### src/rtl/indirect_csr_target_pkg.sv
// ============================================================================
// Module   : indirect_csr_target_pkg
// Purpose  : Shared offsets, FSM encoding and STAT layout for indirect_csr_target.
// Revision : 1.0 - initial release
// ============================================================================
`default_nettype none

package indirect_csr_target_pkg;

  localparam int          DFH_OFS      = 'h0;
  localparam int          SCRATCH_BASE = 'h8;
  localparam int          UNUSED_OFS   = 'hFF8;
  localparam logic [63:0] DFH_DEFAULT  = 64'h3000_0000_1000_0020;
  localparam int          STAT_CNT_W   = 16;

  typedef enum logic [1:0] {
    ST_IDLE = 2'd0,
    ST_WAIT = 2'd1,
    ST_RESP = 2'd2
  } state_t;

  typedef struct packed {
    logic [15:0] rsvd;
    logic [15:0] err_cnt;
    logic [15:0] rd_cnt;
    logic [15:0] wr_cnt;
  } stat_t;

  // STAT sits immediately after the last scratchpad.
  function automatic int stat_ofs(input int num_scratch);
    return SCRATCH_BASE + 8 * num_scratch;
  endfunction

endpackage

`default_nettype wire

### src/rtl/csr_sat_cnt.sv
// ============================================================================
// Module   : csr_sat_cnt
// Purpose  : Saturating up-counter with synchronous clear (clear wins).
// Revision : 1.0 - initial release
// ============================================================================
`default_nettype none

module csr_sat_cnt #(
  parameter int WIDTH = 16
) (
  input  logic             clk,
  input  logic             rst,
  input  logic             i_inc,
  input  logic             i_clr,
  output logic [WIDTH-1:0] o_cnt
);

  localparam logic [WIDTH-1:0] c_max = {WIDTH{1'b1}};

  logic [WIDTH-1:0] r_cnt;

  always_ff @(posedge clk or posedge rst) begin
    if (rst) begin
      r_cnt <= '0;
    end else if (i_clr) begin
      r_cnt <= '0;
    end else if (i_inc && (r_cnt != c_max)) begin
      r_cnt <= r_cnt + WIDTH'(1);
    end
  end

  assign o_cnt = r_cnt;

endmodule

`default_nettype wire

### src/rtl/indirect_csr_target.sv
// ============================================================================
// Module   : indirect_csr_target
// Purpose  : DFH-headed CSR window with scratchpads, live STAT and programmable latency.
// Revision : 1.0 - initial release
// ============================================================================
`default_nettype none

module indirect_csr_target
  import indirect_csr_target_pkg::*;
#(
  parameter int          ADDR_W      = 12,
  parameter int          NUM_SCRATCH = 1,
  parameter int          RSP_LAT     = 1,
  parameter logic [63:0] DFH_VALUE   = DFH_DEFAULT,
  parameter logic [63:0] SCRATCH_RST = 64'h0
) (
  input  logic              clk,
  input  logic              rst,
  input  logic              i_req_valid,
  output logic              o_req_ready,
  input  logic              i_req_write,
  input  logic [ADDR_W-1:0] i_req_addr,
  input  logic [63:0]       i_req_wdata,
  input  logic [7:0]        i_req_be,
  output logic              o_rsp_valid,
  input  logic              i_rsp_ready,
  output logic [63:0]       o_rsp_rdata,
  output logic              o_rsp_error
);

  localparam logic [ADDR_W-1:0] c_dfh_addr  = ADDR_W'(DFH_OFS);
  localparam logic [ADDR_W-1:0] c_stat_addr = ADDR_W'(stat_ofs(NUM_SCRATCH));
  localparam logic [1:0]        c_lat_init  = 2'(RSP_LAT - 1);

  state_t                r_state;
  state_t                w_next;
  logic [1:0]            r_lat;
  logic [63:0]           r_rdata;
  logic                  r_err;
  logic [63:0]           r_scratch [NUM_SCRATCH];

  logic                  w_req_ready;
  logic                  w_rsp_valid;
  logic                  w_accept;
  logic                  w_misalign;
  logic                  w_dfh_hit;
  logic                  w_stat_hit;
  logic [NUM_SCRATCH-1:0] w_scr_hit;
  logic [63:0]           w_rd_data;
  logic                  w_wr_inc;
  logic                  w_rd_inc;
  logic                  w_err_inc;
  logic                  w_stat_clr;
  stat_t                 w_stat;

  // ---------------------------------------------------------------- FSM
  always_ff @(posedge clk or posedge rst) begin
    if (rst) r_state <= ST_IDLE;
    else     r_state <= w_next;
  end

  always_comb begin
    w_next      = r_state;
    w_req_ready = 1'b0;
    w_rsp_valid = 1'b0;
    case (r_state)
      ST_IDLE: begin
        w_req_ready = 1'b1;
        if (i_req_valid) w_next = (RSP_LAT == 1) ? ST_RESP : ST_WAIT;
      end
      ST_WAIT: begin
        if (r_lat <= 2'd1) w_next = ST_RESP;
      end
      ST_RESP: begin
        w_rsp_valid = 1'b1;
        if (i_rsp_ready) w_next = ST_IDLE;
      end
      default: w_next = ST_IDLE;
    endcase
  end

  assign w_accept = i_req_valid & w_req_ready;

  // ---------------------------------------------------------------- decode
  assign w_misalign = |i_req_addr[2:0];
  assign w_dfh_hit  = (i_req_addr == c_dfh_addr);
  assign w_stat_hit = (i_req_addr == c_stat_addr);

  generate
    for (genvar gi = 0; gi < NUM_SCRATCH; gi++) begin : g_scr_hit
      assign w_scr_hit[gi] = (i_req_addr == ADDR_W'(SCRATCH_BASE + 8 * gi));
    end
  endgenerate

  always_comb begin
    w_rd_data = '0;
    if (w_dfh_hit)  w_rd_data = DFH_VALUE;
    if (w_stat_hit) w_rd_data = w_stat;
    for (int i = 0; i < NUM_SCRATCH; i++) begin
      if (w_scr_hit[i]) w_rd_data = r_scratch[i];
    end
  end

  // ---------------------------------------------------------------- scratchpads
  always_ff @(posedge clk or posedge rst) begin
    if (rst) begin
      for (int i = 0; i < NUM_SCRATCH; i++) r_scratch[i] <= SCRATCH_RST;
    end else if (w_accept && i_req_write) begin
      for (int i = 0; i < NUM_SCRATCH; i++) begin
        if (w_scr_hit[i]) begin
          for (int k = 0; k < 8; k++) begin
            if (i_req_be[k]) r_scratch[i][8*k +: 8] <= i_req_wdata[8*k +: 8];
          end
        end
      end
    end
  end

  // ---------------------------------------------------------------- STAT
  // A STAT write clears everything and is deliberately not counted itself.
  assign w_err_inc  = w_accept & w_misalign;
  assign w_stat_clr = w_accept & i_req_write & ~w_misalign & w_stat_hit;
  assign w_wr_inc   = w_accept & i_req_write & ~w_misalign & ~w_stat_hit;
  assign w_rd_inc   = w_accept & ~i_req_write & ~w_misalign;

  assign w_stat.rsvd = '0;

  csr_sat_cnt #(.WIDTH(STAT_CNT_W)) u_wr_cnt (
    .clk   (clk),
    .rst   (rst),
    .i_inc (w_wr_inc),
    .i_clr (w_stat_clr),
    .o_cnt (w_stat.wr_cnt)
  );

  csr_sat_cnt #(.WIDTH(STAT_CNT_W)) u_rd_cnt (
    .clk   (clk),
    .rst   (rst),
    .i_inc (w_rd_inc),
    .i_clr (w_stat_clr),
    .o_cnt (w_stat.rd_cnt)
  );

  csr_sat_cnt #(.WIDTH(STAT_CNT_W)) u_err_cnt (
    .clk   (clk),
    .rst   (rst),
    .i_inc (w_err_inc),
    .i_clr (w_stat_clr),
    .o_cnt (w_stat.err_cnt)
  );

  // ---------------------------------------------------------------- response
  always_ff @(posedge clk or posedge rst) begin
    if (rst) begin
      r_lat   <= '0;
      r_rdata <= '0;
      r_err   <= 1'b0;
    end else if (w_accept) begin
      r_lat   <= c_lat_init;
      r_rdata <= i_req_write ? 64'h0 : w_rd_data;
      r_err   <= w_misalign;
    end else if (r_state == ST_WAIT) begin
      r_lat   <= r_lat - 2'd1;
    end
  end

  assign o_req_ready = w_req_ready;
  assign o_rsp_valid = w_rsp_valid;
  assign o_rsp_rdata = r_rdata;
  assign o_rsp_error = r_err;

endmodule

`default_nettype wire

### config.mk
export PLATFORM = sky130hd
export DESIGN_NAME = indirect_csr_target
export DESIGN_NICKNAME = d
export VERILOG_FILES = /design/src/rtl/indirect_csr_target_pkg.sv /design/src/rtl/csr_sat_cnt.sv /design/src/rtl/indirect_csr_target.sv
export SDC_FILE = /design/constraint.sdc
export NUM_CORES = 1
export LEC_CHECK = 0
export ABC_AREA = 0
export CORE_MARGIN = 2
export CORE_UTILIZATION = 35
export CTS_BUF_LIST = sky130_fd_sc_hd__clkbuf_4 sky130_fd_sc_hd__clkbuf_8
export DETAILED_ROUTE_END_ITERATION = 6
export DONT_BUFFER_PORTS = 1
export GPL_TIMING_DRIVEN = 0
export MAX_ROUTING_LAYER = met4
export SKIP_LAST_GASP = 1
export SYNTH_ARGS = -nofsm -noshare
export SYNTH_HDL_FRONTEND = slang
export SYNTH_SLANG_ARGS = --single-unit
### constraint.sdc
create_clock -name clk -period 6.7 [get_ports clk]
set_input_delay 2.01 -clock clk [delete_from_list [all_inputs] [get_ports clk]]
set_output_delay 2.01 -clock clk [all_outputs]
set_load 0.005 [all_outputs]
# Yosys cells after proc, flatten, opt, wreduce, memory -nomap -nowiden
# Index checks and enable logic that the tools add are counted.
dict set report totals {
  inputBits 89
  ff_bits 181
}
dict set report op_classes {
  eq_ne 10
  n_mux 18
  reduce_logical 20
  add_sub_neg 4
  n_bitwise 11
  order_cmp 1
}
# cell count
set op_table {}
lappend op_table {{$mux W64} 3}
lappend op_table {{$mux W16} 6}
lappend op_table {{$mux W62} 1}
lappend op_table {{$add A16 B1 Y16 const B} 3}
lappend op_table {{$ne A16 B16 Y1 const B} 3}
lappend op_table {{$reduce_and A3 Y1} 9}
lappend op_table {{$eq A12 B4 Y1 const B} 1}
lappend op_table {{$eq A12 B5 Y1 const B} 1}
lappend op_table {{$logic_not A12 Y1} 1}
lappend op_table {{$mux W2} 5}
lappend op_table {{$and A1 B1 Y1} 8}
lappend op_table {{$reduce_bool A2 Y1} 4}
lappend op_table {{$ne A2 B2 Y1 const B} 3}
lappend op_table {{$pmux W2 S3} 1}
lappend op_table {{$logic_and A1 B1 Y1} 4}
lappend op_table {{$not A1 Y1} 3}
lappend op_table {{$reduce_or A3 Y1} 1}
lappend op_table {{$eq A2 B1 Y1 const B} 1}
lappend op_table {{$eq A2 B2 Y1 const B} 1}
lappend op_table {{$le A2 B1 Y1 const B} 1}
lappend op_table {{$logic_not A2 Y1} 1}
lappend op_table {{$mux W1} 2}
lappend op_table {{$sub A2 B1 Y2 const B} 1}

# Depth between registers and ports, before layout
dict set report logic_depth {
  depth_word 9
  ltp_mapped 7
  ltp_nobuf 6
}

# By module
# A second synthesis with hierarchy kept.
dict set report unflattened {
  hier_cells 733
  area_unflattened_um2 8291.7
}
# mod area_per_inst_um2 cells_each n_inst seq_area_each_um2
set by_module_without_submodules {}
lappend by_module_without_submodules {indirect_csr_target 5495.3 430 1 3253.1}
lappend by_module_without_submodules {csr_sat_cnt 932.1 101 3 400.4}

# Least setup slack after synthesis
# Ideal clock, no wire load.
dict set report synth_path {
  path_type {input to register}
  startpoint {input i_req_addr[1]}
  endpoint {register r_scratch[18] (netlist name)}
  cell_stages 5
  t_arrival_ns 3.409
  path_slack_ns 3.164
  required_time_ns 6.572
  cell_sequence {nor3_2 -> nand3_2 -> nor3_4 -> nand2_2 -> mux2_1}
}
dict set report synth_between {
  elab_chain_cells 2
}
# element line
set synth_lines {}
lappend synth_lines {{start, declared} indirect_csr_target.sv:22} ;# input logic [ADDR_W-1:0] i_req_addr,
lappend synth_lines {{$eq A12 B4 Y1} indirect_csr_target.sv:91} ;# assign w_scr_hit[gi] = (i_req_addr == ADDR_W'(SCRATCH_BASE + 8 * gi));
lappend synth_lines {{$reduce_and A3 Y1 (no source line)} -}
lappend synth_lines {{end signal, assigned by index} indirect_csr_target.sv:112} ;# if (i_req_be[k]) r_scratch[i][8*k +: 8] <= i_req_wdata[8*k +: 8];
lappend synth_lines {{end, declared} indirect_csr_target.sv:40} ;# logic [63:0] r_scratch [NUM_SCRATCH];
# No other way between the ends.
# A chain may end at the register's enable or synchronous reset.

# Final worst setup path
dict set report layout_path {
  startpoint {input i_req_addr[1]}
  endpoint {register r_scratch[63] (netlist name)}
}
# The elaborated chain is that of the path after synthesis.

==> reports/metrics.csv <==
metric;value;unit
RSZ-0062 raised after global routing;no;
cell count after synthesis;710;
final slew viol count;0;
Power Density;239;nW/um^2
met1 Usage GRT;0.245;
setup TNS;0;ns
pre-CTS WS;2.13;ns
Die Y;154;um
Min-Delay Path Class;register to register;
DRT antenna net count;0;
Slew HR;0.341;
Yosys top cell area share;0.562;
multi-input logic area;3300;sq um
Detail Placement HPWL;15300;um
die width;154;um
Critical Path Max Stage Delay;0.89;ns
Clock transition at path regs;0.09;ns
Register-to-Register Path Depth;5;
Netlist cell types;51;
DRC viols;0;
I/O pin cnt;156;
gr busiest metal;met2;
GRT met3 Usage;0.0431;
fraction of layout instances using a drive strength above 1;0.159;
status;complete, no violations;
port bufs;0;
fill count;2204;
final worst hold slack;0.494;ns
count of warnings emitted by yosys;0;
Sink Count;178;
Layout Nets;826;
leading area contributor after synthesis;dfrtp_1;
routed len/inst;20.1;um
Setup CP Type;primary input to register;
clk_lat worst skew;0.47;ns
DRT iter0 DRCs;408;
final hold vios;0;
cts hold-fix bufs;0;
Vias;5747;
Total GRT Usage;0.184;
register bit total from synthesis;178;
Seq/Total Area, Yosys;0.562;
Crit. End Element;register;
Worst EP required;7.05;ns
# H-tree levels;4;
critical path peak fanout;8;
Post-synth EDFFs;0;
Max VDD drop;0.111;mV
largest net degree at the start of global routing;39;
most common cell after layout, fill and taps aside;dfrtp_1;
Max Clk Rate;0.248;GHz
CTS tree;done;
cell breakdown of the critical path;nor3_2 > nand3_2 > nor3_4 > nand2_2 > mux2_2;
TritonRoute pass-1 iters;5;
Post CTS Setup Buffer Count;0;
P&R area growth vs syn;11.5;%
startpoint types;primary input;
first-pass GRT wire length;32400;um
# Max-Cap Violations;0;
WHS Path Cells;1;
Area contributors post-synth;dfrtp_1, mux2_2, a22oi_1;
most frequent cells in the layout;dfrtp_1, nand2_1, o21ai_0;
syn_nets;802;
DR vias/cell;5.56;
crit path time final;4.03;ns
die area;23900;sq um
worst setup margin;2.67;ns
Num CTS Buffers;17;
cts repair resizes;0;
Mean Syn Cell Area;11.2;sq um
Core ar.;22400;sq um
Sequential Area;4450;sq um
CP delay by family, top;simple AND/OR/NAND/NOR gates;
ys flop type;dfrtp_1;
clk buf depth;2;
Worst-Margin Slew;0.985;ns
Buffers & Inverters on Critical Path;0;
vias in the first global route;5486;
clk_skew;0.0146;ns
instance count on the critical path;5;
Critical Path Slowest Stage Cell;nor3_4;
Placer Congestion;0.905;
total congestion overflow;0;
initial core utilization;0.353;
mapped cell area;7920;sq um
antenna violations before repair;1;
Leak;3.88;nW
final worst-path cycle share;0.602;
row cnt;55;
Final Setup Violations;0;
CTS Root Cell;clkbuf_8;
asr flop ratio synth;1.00;
Arrival @ worst endpoint;4.38;ns
DRT Wirelength;20800;um
met2 usage in global routing;0.282;
[path summary, 6_finish.rpt]
| check | from | end | slack, ns |
|---|---|---|---|
| worst min-delay path | r_scratch[57]$_DFFE_PP0P_ | o_rsp_rdata[57]$_DFFE_PP0N_ | 0.49 |
| max in group asynchronous | rst | o_rsp_rdata[0]$_DFFE_PP0N_ | 4.43 |
| worst max-delay path | i_req_addr[1] | r_scratch[63]$_DFFE_PP0P_ | 2.67 |
| min in group asynchronous | rst | o_rsp_rdata[55]$_DFFE_PP0N_ | 1.46 |
| worst max register to register | r_state[1]$_DFFE_PP0P_ | r_scratch[63]$_DFFE_PP0P_ | 3.90 |
| worst min register to register | r_scratch[57]$_DFFE_PP0P_ | o_rsp_rdata[57]$_DFFE_PP0N_ | 0.49 |
[sequential cells by signal, indices dropped and copies added, names as in the netlist]
register	cells
r_scratch	64
r_state	1
u_wr_cnt.o_cnt	16
u_rd_cnt.o_cnt	16
u_err_cnt.o_cnt	16
o_rsp_error	1
o_rsp_rdata	64
[report_power, final]
part | internal, mW | total [mW] | switching, mW
Clock | 0.423 | 0.836 | 0.413
Combinational | 0.0458 | 0.134 | 0.0886
Sequential | 1.10 | 1.15 | 0.0454
[logic make-up (layout without fill, tap and decap cells)]
kind of cell,count (synthesis),count (layout),share of synthesized area
DFF,178,178,0.562
adders and majority gates,3,3,0.00474
other,0,2,0
muxes,71,71,0.0998
buffers and inverters,42,79,0.0207
and+or+nand+nor,223,223,0.148
xor gates and xnor gates,12,12,0.0133
AOI/OAI and AO/OA,181,181,0.151
[area by class of cell]
type	instances	share of cell area
Sequential cell	178	0.504
Multi-Input combinational cell	490	0.374
Tap cell	285	0.0404
Clock buffer	18	0.0280
Clock inverter	14	0.0228
Buffer	37	0.0164
Timing Repair Buffer	5	0.0113
Inverter	5	0.00255
Antenna cell	2	0.000566
[routing by layer]
metal  vias up  routed length (um)  share of wire
li1       2698                   -              -
met1      2868                9360           0.45
met2       167               10100           0.48
met3        14                1200          0.057
met4         0                 216          0.010
met5         -                   0              0
[cells in the mapped netlist (12+ instances only)]
| cell | instances |
|---|---|
| dfrtp_1 | 178 |
| nand2_1 | 82 |
| o21ai_0 | 65 |
| mux2_2 | 60 |
| a22oi_1 | 46 |
| clkbuf_1 | 31 |
| nor2_1 | 27 |
| nand3_1 | 22 |
| a22o_1 | 18 |
| nand4_1 | 16 |
| a21oi_1 | 13 |
| and3_1 | 12 |
[stage by stage]
stage          power [mW]  utilization  cells  area (sq um)
4_1_cts              2.14        0.394   1032          8830
3_5_place_dp         1.30        0.374   1000          8380
3_3_place_gp         1.29        0.369    995          8280
6_report             2.12        0.394   1034          8840
2_1_floorplan        1.25            -    710          7930
5_1_grt              2.21        0.394   1033          8830
Note: power is estimated with default switching activity, not from simulation.
